<file path="src/rtl/alu_serial_pkg.sv">
// Shared constants, state encoding and helpers for the bit-serial ALU sequencer.
package alu_serial_pkg;

    localparam logic [3:0] ALU_CTL_AND = 4'b0000;
    localparam logic [3:0] ALU_CTL_OR  = 4'b0001;
    localparam logic [3:0] ALU_CTL_ADD = 4'b0010;
    localparam logic [3:0] ALU_CTL_SUB = 4'b0110;
    localparam logic [3:0] ALU_CTL_SLT = 4'b0111;
    localparam logic [3:0] ALU_CTL_NOR = 4'b1100;

    localparam logic [1:0] SLICE_OP_AND  = 2'b00;
    localparam logic [1:0] SLICE_OP_OR   = 2'b01;
    localparam logic [1:0] SLICE_OP_ADD  = 2'b10;
    localparam logic [1:0] SLICE_OP_LESS = 2'b11;

    typedef enum logic [1:0] {
        ST_IDLE    = 2'b00,
        ST_RUN     = 2'b01,
        ST_SLT_FIX = 2'b10,
        ST_DONE    = 2'b11
    } state_t;

    function automatic logic is_arith(input logic [3:0] ctl);
        return (ctl == ALU_CTL_ADD) || (ctl == ALU_CTL_SUB) || (ctl == ALU_CTL_SLT);
    endfunction

endpackage

</file>
<file path="src/rtl/alu_serial_ctrl.sv">
// Bit-serial ALU sequencer driving an external 1-bit ALU slice, LSB first.
// Optional macro ALU_FAST_LOGIC_EN: logic ops (ctl[1]==0) finish in one parallel cycle.
module alu_serial_ctrl
    import alu_serial_pkg::*;
#(
    parameter  int WIDTH = 32,
    localparam int CNT_W = $clog2(WIDTH)
) (
    input  logic             clk,
    input  logic             rst_n,
    input  logic             in_valid,
    output logic             in_ready,
    input  logic [3:0]       alu_ctl,
    input  logic [WIDTH-1:0] op_a,
    input  logic [WIDTH-1:0] op_b,
    output logic             out_valid,
    input  logic             out_ready,
    output logic [WIDTH-1:0] result,
    output logic             zero,
    output logic             overflow,
    output logic             slice_a,
    output logic             slice_b,
    output logic             slice_ainvert,
    output logic             slice_binvert,
    output logic [1:0]       slice_op,
    output logic             slice_less,
    output logic             slice_cin,
    input  logic             slice_result,
    input  logic             slice_cout
);

    state_t           r_state;
    state_t           w_state_nxt;
    logic [WIDTH-1:0] r_a;
    logic [WIDTH-1:0] r_b;
    logic [WIDTH-1:0] r_result;
    logic [WIDTH-1:0] w_result_nxt;
    logic [WIDTH-1:0] w_fast_result;
    logic [WIDTH-1:0] w_a_inv;
    logic [WIDTH-1:0] w_b_inv;
    logic [3:0]       r_ctl;
    logic [CNT_W-1:0] r_cnt;
    logic             r_carry;
    logic             r_msb_sum;
    logic             r_overflow;
    logic             r_zero;
    logic             r_out_valid;
    logic             w_last_bit;
    logic             w_fast;
    logic             w_is_slt;

`ifdef ALU_FAST_LOGIC_EN
    assign w_fast = (r_ctl[1] == 1'b0);
`else
    assign w_fast = 1'b0;
`endif

    assign w_last_bit    = (r_cnt == CNT_W'(WIDTH - 1));
    assign w_is_slt      = (r_ctl == ALU_CTL_SLT);
    assign w_a_inv       = r_a ^ {WIDTH{r_ctl[3]}};
    assign w_b_inv       = r_b ^ {WIDTH{r_ctl[2]}};
    assign w_fast_result = r_ctl[0] ? (w_a_inv | w_b_inv) : (w_a_inv & w_b_inv);

    assign in_ready  = (r_state == ST_IDLE);
    assign out_valid = r_out_valid;
    assign result    = r_result;
    assign zero      = r_zero;
    assign overflow  = r_overflow;

    // State register
    always_ff @(posedge clk or negedge rst_n) begin
        if (!rst_n) begin
            r_state <= ST_IDLE;
        end else begin
            r_state <= w_state_nxt;
        end
    end

    // Next state, slice drive and next result image
    always_comb begin
        w_state_nxt   = r_state;
        w_result_nxt  = r_result;
        slice_a       = 1'b0;
        slice_b       = 1'b0;
        slice_ainvert = 1'b0;
        slice_binvert = 1'b0;
        slice_op      = SLICE_OP_AND;
        slice_less    = 1'b0;
        slice_cin     = 1'b0;
        case (r_state)
            ST_IDLE: begin
                if (in_valid) begin
                    w_state_nxt = ST_RUN;
                end else begin
                    w_state_nxt = ST_IDLE;
                end
            end
            ST_RUN: begin
                if (w_fast) begin
                    w_result_nxt = w_fast_result;
                    w_state_nxt  = ST_DONE;
                end else begin
                    slice_a       = r_a[r_cnt];
                    slice_b       = r_b[r_cnt];
                    slice_ainvert = r_ctl[3];
                    slice_binvert = r_ctl[2];
                    slice_op      = w_is_slt ? SLICE_OP_ADD : r_ctl[1:0];
                    slice_cin     = r_carry;
                    w_result_nxt[r_cnt] = slice_result;
                    if (w_last_bit) begin
                        w_state_nxt = w_is_slt ? ST_SLT_FIX : ST_DONE;
                    end else begin
                        w_state_nxt = ST_RUN;
                    end
                end
            end
            ST_SLT_FIX: begin
                // Re-run bit 0 with the sign of the true difference fed into Less
                slice_a       = r_a[0];
                slice_b       = r_b[0];
                slice_ainvert = r_ctl[3];
                slice_binvert = r_ctl[2];
                slice_op      = SLICE_OP_LESS;
                slice_less    = r_msb_sum ^ r_overflow;
                w_result_nxt  = {{(WIDTH-1){1'b0}}, slice_result};
                w_state_nxt   = ST_DONE;
            end
            ST_DONE: begin
                if (out_ready) begin
                    w_state_nxt = ST_IDLE;
                end else begin
                    w_state_nxt = ST_DONE;
                end
            end
            default: begin
                w_state_nxt = ST_IDLE;
            end
        endcase
    end

    // Operand latch, bit counter, carry chain and result/flag registers
    always_ff @(posedge clk or negedge rst_n) begin
        if (!rst_n) begin
            r_a         <= {WIDTH{1'b0}};
            r_b         <= {WIDTH{1'b0}};
            r_ctl       <= 4'b0000;
            r_cnt       <= {CNT_W{1'b0}};
            r_carry     <= 1'b0;
            r_msb_sum   <= 1'b0;
            r_result    <= {WIDTH{1'b0}};
            r_zero      <= 1'b0;
            r_overflow  <= 1'b0;
            r_out_valid <= 1'b0;
        end else begin
            case (r_state)
                ST_IDLE: begin
                    if (in_valid) begin
                        r_a        <= op_a;
                        r_b        <= op_b;
                        r_ctl      <= alu_ctl;
                        r_cnt      <= {CNT_W{1'b0}};
                        r_carry    <= alu_ctl[2];
                        r_msb_sum  <= 1'b0;
                        r_result   <= {WIDTH{1'b0}};
                        r_zero     <= 1'b0;
                        r_overflow <= 1'b0;
                    end
                end
                ST_RUN: begin
                    r_result <= w_result_nxt;
                    if (w_fast) begin
                        r_overflow  <= 1'b0;
                        r_zero      <= (w_result_nxt == {WIDTH{1'b0}});
                        r_out_valid <= 1'b1;
                    end else begin
                        r_carry <= slice_cout;
                        r_cnt   <= r_cnt + CNT_W'(1);
                        if (w_last_bit) begin
                            r_msb_sum  <= slice_result;
                            r_overflow <= is_arith(r_ctl) ? (r_carry ^ slice_cout) : 1'b0;
                            if (!w_is_slt) begin
                                r_zero      <= (w_result_nxt == {WIDTH{1'b0}});
                                r_out_valid <= 1'b1;
                            end
                        end
                    end
                end
                ST_SLT_FIX: begin
                    r_result    <= w_result_nxt;
                    r_zero      <= (w_result_nxt == {WIDTH{1'b0}});
                    r_out_valid <= 1'b1;
                end
                ST_DONE: begin
                    if (out_ready) begin
                        r_out_valid <= 1'b0;
                    end
                end
                default: begin
                    r_out_valid <= 1'b0;
                end
            endcase
        end
    end

endmodule

</file>
<file path="config.mk">
export PLATFORM = sky130hd
export DESIGN_NAME = alu_serial_ctrl
export DESIGN_NICKNAME = d
export VERILOG_FILES = /design/src/rtl/alu_serial_pkg.sv /design/src/rtl/alu_serial_ctrl.sv
export SDC_FILE = /design/constraint.sdc
export NUM_CORES = 1
export LEC_CHECK = 0
export BUFFER_PORTS_ARGS = -buffer_cell sky130_fd_sc_hd__clkbuf_2
export CAP_MARGIN = 30
export CORE_AREA = 2 2 96 135
export CTS_CLUSTER_DIAMETER = 80
export DETAILED_ROUTE_END_ITERATION = 6
export DIE_AREA = 0 0 98 137
export PLACE_DENSITY = 0.75
export SYNTH_ARGS = -nofsm -noshare
export SYNTH_HDL_FRONTEND = slang
export SYNTH_SLANG_ARGS = --single-unit
</file>
<file path="constraint.sdc">
create_clock -name clk -period 2.7 [get_ports clk]
set_clock_uncertainty 0.05 [all_clocks]
set_input_delay 0.405 -clock clk [delete_from_list [all_inputs] [get_ports clk]]
set_output_delay 0.405 -clock clk [all_outputs]
set_load 0.01 [all_outputs]
</file>
### After elaboration in Yosys (flattened, before gate mapping)

Cells that the tools add are included.

* add/subtract/negate cells: 1
* magnitude comparators: 2
* equal/unequal tests: 11
* mux-type cells: 40
* bitwise operators: 2
* reduce and logical (&&, ||, !) cells: 16

Operators by type and width (count)
* 32-bit case mux with 2 select lines: 2
* 32-bit bitwise mux: 1
* 32-bit zero test: 1
* 32-bit 2-to-1 mux: 1
* 1-bit 2-to-1 mux: 19
* 1-bit binary-select mux with 5-bit select: 2
* 1-bit case mux with 2 select lines: 5
* 5-bit case mux with 2 select lines: 1
* 4-bit by 3-bit equality test with 1-bit output, second input constant: 2
* 2-bit != test, second input constant: 4
* 2-bit case mux with 4 select lines: 1
* 4-bit AND reduction: 2
* 5-bit by 6-bit less-than comparator with 1-bit output, second input constant: 1
* 2-bit 2-to-1 mux: 3
* 1-bit case mux with 3 select lines: 2
* 2-bit AND reduction: 3
* 3-bit nonzero test: 2
* 5-bit by 1-bit adder with 5-bit output, second input constant: 1
* 1-bit demux with 5-bit select: 1
* 5-bit equality test, second input constant: 1
* 5-bit by 1-bit >= comparator with 1-bit output, second input constant: 1
* 5-bit 2-to-1 mux: 1
* 2-bit equality test, second input constant: 2
* 4-bit by 2-bit equality test with 1-bit output, second input constant: 1
* 9 further kinds: 12

* register bits: 112
* bits of input ports: 74
* output and inout port bits: 44
* word-level logic and storage cells: 83

### Longest topological paths before layout

* depth after elaboration: 10
* depth in mapped cells: 11
* mapped depth without buffers: 8

### Worst setup path after synthesis

OpenSTA, ideal clock, no wires.

* kind: register to register
* start point: register r_cnt[1]
* end point: register r_zero, in the netlist zero
* library setup time: 0.092 ns
* arrival: 2.766 ns
* data required time: 2.558 ns
* slack: -0.208 ns
* stages on the path, launching flop included: 12
* path buffers: 3
* period minus slack after synthesis: 2.908 ns
* cell sequence: dfrtp_1 clkbuf_1 clkbuf_1 inv_1 ha_1 buf_2 nor2b_1 a32o_1 a221o_1 nor4_1 nand4_1 o31ai_2

* longest elaborated chain between the ends: 10
* elaborated cells between the ends (all ways): 14
* classes of those cells: order compare: 2; eq/ne: 2; mux: 7; reduce/logical: 3

RTL lines
* from (decl): line alu_serial_ctrl.sv:42 `logic [CNT_W-1:0] r_cnt;`
* from (signal assigned): line alu_serial_ctrl.sv:147 `r_cnt <= {CNT_W{1'b0}};`
* from (signal assigned): line alu_serial_ctrl.sv:161 `r_cnt <= {CNT_W{1'b0}};`
* from (signal assigned): line alu_serial_ctrl.sv:177 `r_cnt <= r_cnt + CNT_W'(1);`
* 5-bit by 6-bit less-than comparator with 1-bit output (not written as such) / 5-bit by 1-bit >= comparator with 1-bit output (equally long branches): line alu_serial_ctrl.sv:109 `w_result_nxt[r_cnt] = slice_result;`
* 1-bit logical AND (not written as such): line alu_serial_ctrl.sv:109
* 1-bit 2-to-1 mux (not written as such): line alu_serial_ctrl.sv:109
* 1-bit demux with 5-bit select: line alu_serial_ctrl.sv:109
* 32-bit bitwise mux: line alu_serial_ctrl.sv:109
* 32-bit case mux with 2 select lines: line alu_serial_ctrl.sv:90 `case (r_state)`
* 32-bit zero test: line alu_serial_ctrl.sv:182, alu_serial_ctrl.sv:190
* 1-bit 2-to-1 mux: line alu_serial_ctrl.sv:181 `if (!w_is_slt) begin`
* 1-bit 2-to-1 mux: line alu_serial_ctrl.sv:178 `if (w_last_bit) begin`
* 1-bit case mux with 3 select lines: line alu_serial_ctrl.sv:155 `case (r_state)`
* to (signal assigned): line alu_serial_ctrl.sv:173 `r_zero <= (w_result_nxt == {WIDTH{1'b0}});`
* to (signal assigned): line alu_serial_ctrl.sv:182 `r_zero <= (w_result_nxt == {WIDTH{1'b0}});`
* to (signal assigned): line alu_serial_ctrl.sv:190 `r_zero <= (w_result_nxt == {WIDTH{1'b0}});`
* to (decl): line alu_serial_ctrl.sv:46 `logic r_zero;`

Several ways; a longest one is shown, not always the timed one. The select of a mux whose other input is x is not followed.
A chain may end at the register's enable or synchronous reset.

### Final worst setup path

* start point: register r_cnt[0]
* end point: output port slice_b

* longest elaborated chain between the ends: 3

RTL lines
* 1-bit binary-select mux with 5-bit select: line alu_serial_ctrl.sv:104 `slice_b = r_b[r_cnt];`
* 1-bit 2-to-1 mux (not written as such): line alu_serial_ctrl.sv:104
* 1-bit case mux with 2 select lines: line alu_serial_ctrl.sv:90
* to (decl): line alu_serial_ctrl.sv:22 `output logic slice_b,`

Every way passes these cells. The select of a mux whose other input is x is not followed.

==> run_results.csv <==
group,metric,value,unit
run_status,run_status,"finished with violations",
run_status,violations,"hold timing",
die,dieArea,13400,um^2
drt,drc,0,
timing,relSlewSlack,0.569,
critical_path,crit_end,"slice_b",
critical_path,r2r_slack,0.20,ns
logic_synthesis,syn_inst,548,
global_route,grt_max_degree,60,
logic_synthesis,yosys_most_used_dff,"dfrtp_1",
drt,vias,4951,
cts,clk-insertion-delay-late,0.35,ns
critical_path,cp.required,2.25,ns
logic_synthesis,async_flop_share,1.00,
timing,final-max-slew-violation-count,0,
cts,cts_root_buf,"clkbuf_16",
global_route,track_usage,0.240,
cells_and_area,layout-drive-gt1-share,0.370,
timing,tns,0,ns
logic_synthesis,ys_ff_latch,112,
critical_path,crit_start,"r_cnt[0]",
logic_synthesis,synth.yosys.seq_area_share,0.471,
logic_synthesis,synth_common_cells,"dfrtp_1, o21ai_0, mux2_2",
drt,routed.top_layer,"met4",
cts,clkTransAtPathRegs,0.08,ns
timing,min_period,2.57,ns
drt,viasPerCell,6.07,
placement,dpl.hpwl,11.6,mm
die,fp.dieW,98,um
timing,rsz0062_at_grt,"no",
cells_and_area,antenna_cells,0,
flow_run,maxCapViolCount,0,
logic_synthesis,yosysWarnings,0,
logic_synthesis,syn-num-nets,632,
hold_path,hold_class,"primary input to asynchronous set/reset pin",
die,die_h,137,um
logic_synthesis,yosysMostFrequentCell,"dfrtp_1",
pwr,p_leak,3.24,nW
drt,met3_length,1.10,mm
drt,drt-initial-drc-count,459,
logic_synthesis,synth_area_leader_cell,"dfrtp_1",
global_route,grt_antenna_before_repair,0,
die,ioPinCount,118,
timing,holdWs,-0.00399,ns
cts,cts_tree,"done",
critical_path,cp-start-kind,"flop",
timing,finalHoldViolCount,17,
logic_synthesis,netlist_top_cells_area,"dfrtp_1, mux2_2, mux4_2",
logic_synthesis,syn_area,5960,um^2
drt,wirelength,15.6,mm
timing,setup_viol,0,
cells_and_area,syn2layout_area_growth,18.4,%
die,initial_utilization,0.489,
logic_synthesis,ys_types,52,
cts,cts_buffer_depth,2,
cts,cts_sinks,112,
logic_synthesis,synth-edff-count,0,
critical_path,critPathMaxFanout,8,
critical_path,worstReg2RegStart,"r_state[0]",
drt,wl_per_cell,19.1,um
drt,wl_met1,6.01,mm
timing,worstMarginPinSlew,0.646,ns
pwr,ir_drop,0.529,mV
placement,portBuffers,117,
global_route,overflow,0,
drt,met2_length,7.83,mm
cts,cts_buffers,9,
critical_path,arrival,2.11,ns
drt,first_pass_iters,5,
timing,fmax,390,MHz
die,core_area,12200,um^2
global_route,grt_pass1_wl,25.6,mm
logic_synthesis,netlist.area_leader.share,0.471,
cells_and_area,nets,744,
cts,h-tree-depth,3,
timing,fin_crit_sh,0.950,
pwr,power_density,1070,nW/um^2
critical_path,crit_path_end_kind,"primary output",
cells_and_area,n_fill_cell,1039,
die,rows,48,
logic_synthesis,avgSynthCellArea,10.9,um^2
placement,gp_congestion,0.966,
critical_path,ff2ff_path_depth,8,
drt,antenna_left,0,
critical_path,criticalPathCategory,"flop to primary output",
global_route,grt_pass1_vias,5138,
critical_path,worst_r2r_endpoint,"zero",
[through the flow]
step	setup slack, ns	area [um^2]	util	instances	power, mW
final	0.135	7050	0.579	815	7.56
after global routing	0.0181	7050	0.579	815	8.04
after CTS	0.0286	7040	0.577	815	7.55
after detailed placement	0.250	6750	0.554	799	6.23
after global placement	0.336	6750	0.554	799	6.06
after floorplan	0.0389	5960	-	548	5.18
[how the worst min path moves through the flow]
stage / cells past startpoint / start / endpoint
4_1_cts: 1 / rst_n / result[11]
2_1_floorplan: 0 / rst_n / out_valid
5_1_grt: 1 / rst_n / r_ctl[1]
3_3_place_gp: 1 / rst_n / result[11]
6_report: 1 / rst_n / result[11]
3_5_place_dp: 1 / rst_n / result[11]
[what timing repair did]
action | in CTS | in global routing
buffers inserted | 0 | 0
endpoints found under the setup margin | 0 | 2
resized for setup | 0 | 5
hold buffers | 0 | 0
[power by group]
| part | switching, mW | internal [mW] | leakage (nW) |
|---|---|---|---|
| logic | 1.81 | 1.72 | 1.70 |
| registers | 0.412 | 2.30 | 1.40 |
| clock network | 0.662 | 0.653 | 0.142 |
[final cells by class]
type / count / area [um^2] / share of cell area
inverters: 18 / 67.6 / 0.00958
well taps: 150 / 188 / 0.0266
flip-flops and latches: 112 / 2800 / 0.398
multi-input cells: 379 / 2910 / 0.413
clock inverters: 6 / 57.6 / 0.00816
repair buffers: 140 / 793 / 0.112
clock buffers: 10 / 229 / 0.0325
[worst max-delay path, stage by stage, from the launching register on]
cell and delay [ns]:
dfrtp_2 0.41, buf_6 0.18, mux4_2 0.52, mux2i_2 0.19
a22oi_1 0.14, nand3_1 0.13, nand2_1 0.05, clkbuf_2 0.13
[routing by layer]
layer / up-vias / track usage
met1: 2401 / 0.296
met2: 253 / 0.413
met5: - / 0
li1: 2240 / -
met4: 0 / 0.107
met3: 57 / 0.0414
[registers in the layout, summed over array words and instances, names as in the netlist, 2 cells and up]
signal,flops
r_a,32
r_b,32
result,32
r_cnt,5
r_ctl,4
r_state,2
[cell families (layout without fill, tap and decap cells)]
| family | count (synthesis) | after routing | share of synthesized area |
|---|---|---|---|
| buf+inv | 57 | 174 | 0.0414 |
| mux | 93 | 93 | 0.204 |
| xor+xnor | 2 | 2 | 0.00294 |
| simple gates | 115 | 115 | 0.0992 |
| fa+ha+maj | 10 | 10 | 0.0210 |
| flops | 112 | 112 | 0.471 |
| compound gates | 159 | 159 | 0.161 |
[cell usage in the layout (no fill, tap or decap), drive strengths merged, types with 10 or more instances in the layout]
cell type | Yosys | routed
clkbuf | 20 | 126
dfrtp | 112 | 112
o21ai | 71 | 71
mux2 | 69 | 69
a21oi | 35 | 35
nand2 | 31 | 31
buf | 19 | 24
nor2 | 23 | 23
inv | 18 | 23
mux4 | 16 | 16
nor2b | 11 | 11
nand3 | 10 | 10
ha | 10 | 10
No activity file was read; power rests on OpenSTA's default activity.
